==> src/rtl/seg_display_mux.sv <==
// Time-multiplexed hex 7-segment driver with frame-synchronous value commit.
// Optional leading-zero blanking is compiled in with `define SEG_DISPLAY_LZ_BLANK_EN.
module seg_display_mux #(
  parameter int NUM_DIGITS     = 8,
  parameter int REFRESH_DIV    = 10000,
  parameter bit SEG_ACTIVE_LOW = 1'b0,
  parameter bit DIG_ACTIVE_LOW = 1'b0
) (
  input  logic                    clk,
  input  logic                    rst,
  input  logic                    io_out_en,
  input  logic                    wr_en,
  input  logic [4*NUM_DIGITS-1:0] wr_data,
  input  logic [NUM_DIGITS-1:0]   wr_dp,
  input  logic [NUM_DIGITS-1:0]   digit_mask,
  output logic [6:0]              seg_out,
  output logic                    dp_out,
  output logic [NUM_DIGITS-1:0]   digit_select,
  output logic                    frame_tick
);

  localparam int CNT_W = (REFRESH_DIV > 2) ? $clog2(REFRESH_DIV) : 1;
  localparam int IDX_W = (NUM_DIGITS > 1) ? $clog2(NUM_DIGITS) : 1;
  localparam logic [CNT_W-1:0] CNT_MAX = CNT_W'(REFRESH_DIV - 1);
  localparam logic [IDX_W-1:0] IDX_MAX = IDX_W'(NUM_DIGITS - 1);
  localparam logic [6:0] SEG_OFF = {7{SEG_ACTIVE_LOW}};
  localparam logic [NUM_DIGITS-1:0] DIG_OFF = {NUM_DIGITS{DIG_ACTIVE_LOW}};

  logic [CNT_W-1:0]        cnt_q, cnt_d;
  logic [IDX_W-1:0]        idx_q, idx_d;
  logic [4*NUM_DIGITS-1:0] shadow_val_q, shadow_val_d;
  logic [NUM_DIGITS-1:0]   shadow_dp_q, shadow_dp_d;
  logic [4*NUM_DIGITS-1:0] active_val_q, active_val_d;
  logic [NUM_DIGITS-1:0]   active_dp_q, active_dp_d;
  logic                    pending_q, pending_d;
  logic                    frame_tick_q, frame_tick_d;
  logic [6:0]              seg_q, seg_d;
  logic                    dp_q, dp_d;
  logic [NUM_DIGITS-1:0]   sel_q, sel_d;

  logic                    cnt_end;
  logic                    wrap;
  logic [NUM_DIGITS-1:0]   sel_onehot;
  logic [NUM_DIGITS-1:0]   lz_dark;
  logic [3:0]              cur_nib;
  logic                    cur_dp;
  logic                    dark;

  function automatic logic [6:0] hex_to_seg(input logic [3:0] v);
    logic [6:0] s;
    unique case (v)
      4'h0: s = 7'h3F;
      4'h1: s = 7'h06;
      4'h2: s = 7'h5B;
      4'h3: s = 7'h4F;
      4'h4: s = 7'h66;
      4'h5: s = 7'h6D;
      4'h6: s = 7'h7D;
      4'h7: s = 7'h07;
      4'h8: s = 7'h7F;
      4'h9: s = 7'h6F;
      4'hA: s = 7'h77;
      4'hB: s = 7'h7C;
      4'hC: s = 7'h39;
      4'hD: s = 7'h5E;
      4'hE: s = 7'h79;
      default: s = 7'h71;
    endcase
    return s;
  endfunction

  assign cnt_end = (cnt_q == CNT_MAX);
  assign wrap    = cnt_end && (idx_q == IDX_MAX);

  always_comb begin
    cnt_d        = cnt_end ? '0 : cnt_q + 1'b1;
    idx_d        = idx_q;
    shadow_val_d = shadow_val_q;
    shadow_dp_d  = shadow_dp_q;
    active_val_d = active_val_q;
    active_dp_d  = active_dp_q;
    pending_d    = pending_q;
    frame_tick_d = wrap;

    if (cnt_end) begin
      idx_d = (idx_q == IDX_MAX) ? '0 : idx_q + 1'b1;
    end
    if (wr_en) begin
      shadow_val_d = wr_data;
      shadow_dp_d  = wr_dp;
      pending_d    = 1'b1;
    end
    // A write landing on the wrap cycle bypasses the shadow so it is not delayed a frame.
    if (wrap) begin
      pending_d = 1'b0;
      if (wr_en) begin
        active_val_d = wr_data;
        active_dp_d  = wr_dp;
      end else if (pending_q) begin
        active_val_d = shadow_val_q;
        active_dp_d  = shadow_dp_q;
      end
    end
  end

  for (genvar gi = 0; gi < NUM_DIGITS; gi++) begin : g_onehot
    assign sel_onehot[gi] = (idx_q == IDX_W'(gi));
  end

`ifdef SEG_DISPLAY_LZ_BLANK_EN
  logic all_zero;
  always_comb begin
    lz_dark  = '0;
    all_zero = 1'b1;
    for (int k = NUM_DIGITS - 1; k >= 1; k--) begin
      all_zero   = all_zero && (active_val_q[4*k +: 4] == 4'h0);
      lz_dark[k] = all_zero && !active_dp_q[k];
    end
  end
`else
  assign lz_dark = '0;
`endif

  always_comb begin
    cur_nib = 4'h0;
    cur_dp  = 1'b0;
    for (int k = 0; k < NUM_DIGITS; k++) begin
      if (sel_onehot[k]) begin
        cur_nib = active_val_q[4*k +: 4];
        cur_dp  = active_dp_q[k];
      end
    end
  end

  assign dark = !io_out_en || (|(sel_onehot & (digit_mask | lz_dark)));

  always_comb begin
    seg_d = SEG_OFF;
    dp_d  = SEG_ACTIVE_LOW;
    sel_d = DIG_OFF;
    if (!dark) begin
      seg_d = hex_to_seg(cur_nib) ^ {7{SEG_ACTIVE_LOW}};
      dp_d  = cur_dp ^ SEG_ACTIVE_LOW;
      sel_d = sel_onehot ^ DIG_OFF;
    end
  end

  always_ff @(posedge clk or posedge rst) begin
    if (rst) begin
      cnt_q        <= '0;
      idx_q        <= '0;
      shadow_val_q <= '0;
      shadow_dp_q  <= '0;
      active_val_q <= '0;
      active_dp_q  <= '0;
      pending_q    <= 1'b0;
      frame_tick_q <= 1'b0;
      seg_q        <= SEG_OFF;
      dp_q         <= SEG_ACTIVE_LOW;
      sel_q        <= DIG_OFF;
    end else begin
      cnt_q        <= cnt_d;
      idx_q        <= idx_d;
      shadow_val_q <= shadow_val_d;
      shadow_dp_q  <= shadow_dp_d;
      active_val_q <= active_val_d;
      active_dp_q  <= active_dp_d;
      pending_q    <= pending_d;
      frame_tick_q <= frame_tick_d;
      seg_q        <= seg_d;
      dp_q         <= dp_d;
      sel_q        <= sel_d;
    end
  end

  assign seg_out      = seg_q;
  assign dp_out       = dp_q;
  assign digit_select = sel_q;
  assign frame_tick   = frame_tick_q;

endmodule
==> config.mk <==
export PLATFORM = sky130hd
export DESIGN_NAME = seg_display_mux
export DESIGN_NICKNAME = d
export VERILOG_FILES = /design/src/rtl/seg_display_mux.sv
export SDC_FILE = /design/constraint.sdc
export NUM_CORES = 1
export LEC_CHECK = 0
export CORE_MARGIN = 1
export CORE_UTILIZATION = 65
export CTS_BUF_LIST = sky130_fd_sc_hd__clkbuf_4 sky130_fd_sc_hd__clkbuf_8
export DETAILED_ROUTE_END_ITERATION = 7
export DONT_BUFFER_PORTS = 1
export PLACE_DENSITY = 0.8
export SLEW_MARGIN = 10
export SYNTH_ARGS = -nofsm -noshare
export SYNTH_HDL_FRONTEND = slang
export SYNTH_SLANG_ARGS = --single-unit
==> constraint.sdc <==
create_clock -name clk -period 4.4 [get_ports clk]
set_input_delay 0.66 -clock clk [delete_from_list [all_inputs] [get_ports clk]]
set_output_delay 0.66 -clock clk [all_outputs]
set_load 0.005 [all_outputs]
==> impl_results.md, run 1 <==
* Outcome: complete, no violations
* IO Pins at 69
* RR Startpoint: idx_q[2]$_DFFE_PP0N_
* # clock sinks at 115
* Drt total wl at 9970 um
* Post-DR wirelength/cell at 19.1 um
* TritonCTS clock tree: done
* Routability-driven placement congestion ratio at 0.878
* Clk_skew at 7.00 ps
* GR Util met3 at 0.0771
* Clk pin slew, worst setup/hold paths at 70 ps
* DRC at 0
* Post-synth EDFFs at 0
* Antenna diodes at 0
* Global-route met2 utilization at 0.412
* Final nets at 471
* Final worst-path cycle share at 0.769
* Die Y-Extent at 91.7 um
* Asr flop ratio synth at 1.00
* Mapped Area at 5230 um^2
* Final hold viol count at 0
* Htree depth at 4
* Critical Path RT at 4710 ps
* First-pass GRT wire length at 16800 um
* Via count at 3108
* Final Max Tran Viols at 0
* Post-DRT Antenna Nets at 0
* Unique cell type count in the Yosys netlist at 45
* Post-Syn Instances at 405
* Num CTS Buffers at 17
* Achievable Freq at 295 MHz
* Die W at 91.7 um
* Worst setup SP type: flip-flop
* Clk root buf: clkbuf_8
* FP Rows at 32
* Initial DRT Pass Iterations at 6
* DRT iter0 DRCs at 247
* Avg Cell Area, Syn at 12.9 um^2
* Clock buffer depth at 2
* LEAKAGE at 0.00276 uW
* Max IR drop VDD at 0.323 mV
* Layout cells sized above 1 at 0.294
* Vias in the first global route at 3306
* Slew headroom at 0.449
* Number of synthesis warnings at 0
* Register area share after synthesis at 0.550
* Area Overhead vs Synth at 9.30%
* Final core occ at 0.736
* Busiest metal layer after global routing: met2
* CP arrival at 3700 ps
* Initial antenna violation count at 0
* Largest net degree at the start of global routing at 64
* Post-CTS sizing at 0
* Post-CTS setup buffers at 0
* Setup TNS at 0 ps
* Final setup viols at 0
* Post-synthesis register bit count at 115
* Hold Buf Count CTS at 0
* Critical path peak fanout at 19
* Worst slew pin tran at 827 ps
* Reg-to-reg endpoint: seg_out[6]$_DFF_PP0_
* Hold Path Class: primary input to async pin
* Core area at 7770 um^2
* Total GRT Usage at 0.266
* Post-DP HPWL at 6660 um
* Crit. Startpoint: idx_q[2]$_DFFE_PP0N_
* Unrepaired setup endpoints after global routing: false
* R2r setup slk at 1020 ps
* Die area at 8410 um^2
* Port Buffers at 0
* Met1 usage at 0.353
* Reg2Reg Depth at 10
* Post-synth top flop: dfrtp_1
* Min Clock Period, post-route at 3380 ps
* Total congestion overflow at 0
* DR vias/cell at 5.97
* Pwr/cell area at 400 nW/um^2
* Syn nets at 470
* Worst setup path class: flip-flop to flip-flop
* Kind of end point of the critical path: flip-flop
* Max Cap Viol at 0
* Starting Density at 0.674
* Fillers at 526
* Clk_lat worst skew at 420 ps
-- per-stage QoR --
step / hold WS [ps] / cell area [um^2] / instances / power (uW) / setup slack [ps]
global placement: 442 / 5270 / 489 / 1210 / 1220
detailed placement: 455 / 5270 / 489 / 1210 / 1080
floorplan: 425 / 5230 / 405 / 1200 / 696
global route: 306 / 5720 / 521 / 2370 / 710
finish: 252 / 5720 / 521 / 2290 / 1020
CTS: 264 / 5720 / 521 / 2310 / 1050
-- cells by family (layout without fill, tap and decap cells) --
| family | count (synthesis) | after routing | synth area share |
|---|---|---|---|
| flops | 115 | 115 | 0.550 |
| simple gates | 87 | 87 | 0.0811 |
| mux | 84 | 84 | 0.209 |
| compound gates | 61 | 61 | 0.0777 |
| buf+inv | 34 | 48 | 0.0328 |
| fa+ha+maj | 13 | 13 | 0.0311 |
| xor+xnor | 11 | 11 | 0.0184 |
-- cell type report --
| cell class | instances | area, um^2 | share of cell area |
|---|---|---|---|
| flip-flops and latches | 115 | 2880 | 0.503 |
| multi-input cells | 256 | 2190 | 0.383 |
| clock buffers | 23 | 298 | 0.0521 |
| clock inverters | 9 | 151 | 0.0265 |
| well taps | 102 | 128 | 0.0223 |
| inverters | 13 | 51.3 | 0.00897 |
| repair buffers | 3 | 22.5 | 0.00394 |
-- cell usage in the layout (no fill, tap or decap), types with 4 or more instances in the layout --
| cell | instances |
|---|---|
| xnor2_1 | 7 |
| a21oi_1 | 12 |
| xor2_1 | 4 |
| a21o_1 | 4 |
| mux2_2 | 42 |
| nand2_1 | 30 |
| inv_1 | 11 |
| nor3_1 | 5 |
| ha_1 | 13 |
| dfrtp_1 | 115 |
| nor2_1 | 23 |
| and3_1 | 4 |
| clkbuf_8 | 20 |
| nand3_1 | 12 |
| bufinv_16 | 4 |
| a211oi_1 | 5 |
| mux2_4 | 40 |
| o21ai_0 | 16 |
-- layer usage --
metal / part of all wire / vias to the layer above
li1: - / 1429
met1: 0.44 / 1560
met2: 0.49 / 100
met3: 0.044 / 19
met4: 0.022 / 0
met5: 0 / -
-- cell usage after synthesis, types with 7 or more instances --
| library cell | n | area [um^2] |
|---|---|---|
| dfrtp_1 | 115 | 2880 |
| mux2_2 | 42 | 473 |
| inv_1 | 12 | 45.0 |
| mux2_4 | 40 | 601 |
| clkbuf_1 | 10 | 37.5 |
| nand3_1 | 12 | 60.1 |
| a21oi_1 | 12 | 60.1 |
| ha_1 | 13 | 163 |
| nor2_1 | 23 | 86.3 |
| xnor2_1 | 7 | 61.3 |
| nand2_1 | 30 | 113 |
| o21ai_0 | 16 | 80.1 |
-- flip-flops by register name, indices dropped and copies added (netlist names) --
signal and cells:
active_dp_q 8, active_val_q 32, cnt_q 14, digit_select 8, dp_out 1, frame_tick 1, idx_q 3, pending_q 1
seg_out 7, shadow_dp_q 8, shadow_val_q 32
-- worst max-delay path, stage by stage, from the launching register on --
cell and delay, ps:
dfrtp_1 680, inv_1 180, ha_1 370, nor2_1 220
o221ai_1 150, a32o_1 250, a2bb2oi_1 470, inv_1 170
ha_1 270, mux2_2 270, a211oi_1 230
-- how the worst max path moves through the flow --
stage / end / cells after the start / slack [ps]
after floorplan: active_dp_q[0]$_DFFE_PP0P_ / 1 / 700
after global placement: seg_out[6]$_DFF_PP0_ / 10 / 1220
after detailed placement: seg_out[6]$_DFF_PP0_ / 10 / 1080
after CTS: seg_out[6]$_DFF_PP0_ / 10 / 1050
after global routing: seg_out[6]$_DFF_PP0_ / 10 / 710
final: seg_out[6]$_DFF_PP0_ / 10 / 1020
-- power breakdown --
group | total (uW) | internal, uW | leakage (uW) | switching, uW
sequential | 1110 | 1100 | 0.00149 | 10.8
clock | 1100 | 680 | 0.000230 | 416
combinational | 84.3 | 38.9 | 0.00104 | 45.4
total | 2290 | 1820 | 0.00276 | 472
Power figures use the tool's default switching activity.
==> run 2: changes to the inputs <==
--- a/config.mk
+++ b/config.mk
@@ -6,11 +6,11 @@
 export NUM_CORES = 1
 export LEC_CHECK = 0
 export CORE_MARGIN = 1
-export CORE_UTILIZATION = 65
+export CORE_UTILIZATION = 59
 export CTS_BUF_LIST = sky130_fd_sc_hd__clkbuf_4 sky130_fd_sc_hd__clkbuf_8
 export DETAILED_ROUTE_END_ITERATION = 7
 export DONT_BUFFER_PORTS = 1
-export PLACE_DENSITY = 0.8
+export PLACE_DENSITY = 0.77
 export SLEW_MARGIN = 10
 export SYNTH_ARGS = -nofsm -noshare
 export SYNTH_HDL_FRONTEND = slang
==> constraint.sdc (replaced) <==
create_clock -name clk -period 2.9 [get_ports clk]
set_input_delay 0.435 -clock clk [delete_from_list [all_inputs] [get_ports clk]]
set_output_delay 0.435 -clock clk [all_outputs]
set_load 0.005 [all_outputs]
==> run 2 against run 1 <==
Against the previous run:
- first-iteration DRC count rose by 13%
- final cell count up 3.3%
- power grew 46%
- hold slack got worse by 240 ps
- flip-flop and latch count did not move
- global-route usage is 1.3 points lower
- clock power rose by 38%
- critical path depth grew 2
- core utilization decreased by 4.0 points
- die area up 10%
- sequential power grew 51%
- setup slack got worse by 800 ps
- critical path type unchanged
==> impl_results.md, run 2 (same netlist as run 1, synthesis figures left out) <==
* Outcome: complete, no violations
* Clock buffer depth at 2 (unchanged)
* Via count at 3208 (+3.2%)
* Initial antenna violation count at 0 (unchanged)
* Achievable Freq at 372 MHz (+26%)
* Num CTS Buffers at 17 (unchanged)
* Kind of end point of the critical path: flip-flop
* CP arrival at 3010 ps (-690 ps)
* Commonest cells after routing, fill and taps aside: dfrtp_1 (115), mux2_2 (42), mux2_4 (40)
* LEAKAGE at 0.00280 uW (+1.4%)
* Vias in the first global route at 3349 (+1.3%)
* Post-DRT Antenna Nets at 0 (unchanged)
* Sequential power share at 0.504 (+0.020)
* Initial DRT Pass Iterations at 5 (-1)
* Layout cells sized above 1 at 0.326 (+0.0321)
* TritonCTS clock tree: done
* Combinational share of power at 0.040 (+0.003)
* Final setup viols at 0 (unchanged)
* Die W at 96.2 um (+4.9%)
* Slew headroom at 0.374 (-0.0746)
* Post-DR wirelength/cell at 19.0 um (-0.64%)
* Total congestion overflow at 0 (unchanged)
* Clock power share at 0.456 (-0.023)
* Htree depth at 4 (unchanged)
* Drt total wl at 10200 um (+2.6%)
* Final nets at 485 (+3.0%)
* Worst setup SP type: flip-flop
* Starting Density at 0.624 (-0.0494)
* Clk pin slew, worst setup/hold paths at 70 ps (about the same)
* Commonest non-fill, non-tap cell in the layout: dfrtp_1
* Reg2Reg Depth at 12 (+2)
* WHS at 12.4 ps (-240 ps)
* RR Startpoint: idx_q[1]$_DFFE_PP0N_
* Setup TNS at 0 ps (unchanged)
* Pwr/cell area at 571 nW/um^2 (+43%)
* Max Cap Viol at 0 (unchanged)
* Crit-path cells: inv_1, ha_2, buf_4, a211oi_1, o21ai_0, o21ai_0, a21o_1, a2bb2oi_2, inv_1, ha_1, mux2_2, a211oi_1
* Pint at 2580 uW (+42%)
* Final Non-Filler Cells at 538 (+3.3%)
* CP max stage delay at 400 ps (-280 ps)
* DRC at 0 (unchanged)
* Max IR drop VDD at 0.358 mV (+11%)
* Worst path top cell family by delay: compound AO/OA/AOI/OAI gates
* R2r setup slk at 210 ps (-800 ps)
* FP Rows at 33 (+3.1%)
* Clk_skew at 16.9 ps (+9.87 ps)
* Largest net degree at the start of global routing at 53 (-17%)
* Reg-to-reg endpoint: seg_out[5]$_DFF_PP0_
* Area Overhead vs Synth at 11.5%
* Hold Path Class: primary input to async pin
* Final worst-path cycle share at 0.927 (+0.157)
* Antenna diodes at 0 (unchanged)
* IO Pins at 69 (unchanged)
* Final Max Tran Viols at 0 (unchanged)
* Buf/Inv on CP at 3 (+1)
* Port Buffers at 0 (unchanged)
* Worst slew pin tran at 935 ps (+108 ps)
* First-pass GRT wire length at 17000 um (+1.1%)
* Critical path's slowest cell: dfrtp_1
* Clk_lat worst skew at 430 ps (about the same)
* # clock sinks at 115 (unchanged)
* Core area at 8380 um^2 (+7.9%)
* Total GRT Usage at 0.253 (-0.0133)
* Worst setup path class: flip-flop to flip-flop
* Sw frac at 0.226 (+0.0194)
* Critical Path RT at 3230 ps (-1480 ps)
* Net switching power at 752 uW (+59%)
* Final hold viol count at 0 (unchanged)
* Post-DP HPWL at 7200 um (+8.2%)
* Final core occ at 0.696 (-0.0399)
* Routability-driven placement congestion ratio at 1.01 (+15%)
* Clk root buf: clkbuf_8
* Die Y-Extent at 96.2 um (+4.9%)
* Critical path peak fanout at 11 (-8)
* Post-CTS setup buffers at 0 (unchanged)
* DR vias/cell at 5.96 (about the same)
* Placed Cells at 506 (+3.5%)
* Die area at 9250 um^2 (+10%)
* DRT iter0 DRCs at 279 (+13%)
* Hold Buf Count CTS at 0 (unchanged)
* Largest registers: active_val_q x32, shadow_val_q x32, cnt_q x14
* Unrepaired setup endpoints after global routing: false
* Min Clock Period, post-route at 2690 ps (-697 ps)
* Post-CTS sizing at 0 (unchanged)
[run 2: changes by cell type in the layout (fill, tap and decap cells not counted), sizes merged]
cell / before / now
clkinv: 5 / 3
clkinvlp: 1 / 8
bufinv: 4 / 2
inv: 12 / 11
buf: 3 / 17
clkbuf: 23 / 21
[run 2: cell type report]
class / instances / area [um^2]
fill: 548 / 2540
sequential: 115 / 2880
timing repair buffer: 17 / 153
clock inverter: 11 / 128
multi-input combinational: 256 / 2200
tap: 105 / 131
clock buffer: 21 / 289
inverter: 13 / 56.3
[run 2: worst max path at each step]
stage                               startpoint  cells after the start  slack, ps                   end
final                     idx_q[1]$_DFFE_PP0N_                     12        210  seg_out[5]$_DFF_PP0_
after global routing      idx_q[1]$_DFFE_PP0N_                     12         10  seg_out[5]$_DFF_PP0_
after CTS                 idx_q[1]$_DFFE_PP0N_                     12        100  seg_out[5]$_DFF_PP0_
after detailed placement  idx_q[1]$_DFFE_PP0N_                     12        140  seg_out[5]$_DFF_PP0_
after global placement    idx_q[1]$_DFFE_PP0N_                     12        360  seg_out[5]$_DFF_PP0_
after floorplan           idx_q[2]$_DFFE_PP0N_                     13        230  seg_out[5]$_DFF_PP0_
[run 2: worst reg2reg max path, cell delays in order, from the launching register on]
cell and delay, ps:
dfrtp_1 400, inv_1 110, ha_2 290, buf_4 210, a211oi_1 90, o21ai_0 80
o21ai_0 130, a21o_1 190, a2bb2oi_2 210, inv_1 100, ha_1 240, mux2_2 280
a211oi_1 250
[run 2: power by group through the flow]
stage                     logic [uW]  clock network [uW]  registers [uW]
final                            132                1520            1680
after global placement           132                   0            1710
after floorplan                  113                   0            1700
after detailed placement         136                   0            1710
after CTS                        137                1530            1680
after global routing             148                1610            1690
[run 2: metal layers]
layer,part of all wire,track usage,up-vias
li1,-,-,1463
met1,0.44,0.338,1588
met4,0.025,0.111,0
met2,0.47,0.384,131
met3,0.062,0.0727,26
met5,0,0,-
[run 2: per-stage QoR]
| step | cell area [um^2] | power [uW] | setup slack (ps) |
|---|---|---|---|
| 2_1_floorplan | 5240 | 1820 | 234 |
| 3_3_place_gp | 5410 | 1840 | 362 |
| 3_5_place_dp | 5410 | 1850 | 139 |
| 4_1_cts | 5820 | 3350 | 97.9 |
| 5_1_grt | 5840 | 3440 | 11.5 |
| 6_report | 5840 | 3330 | 213 |
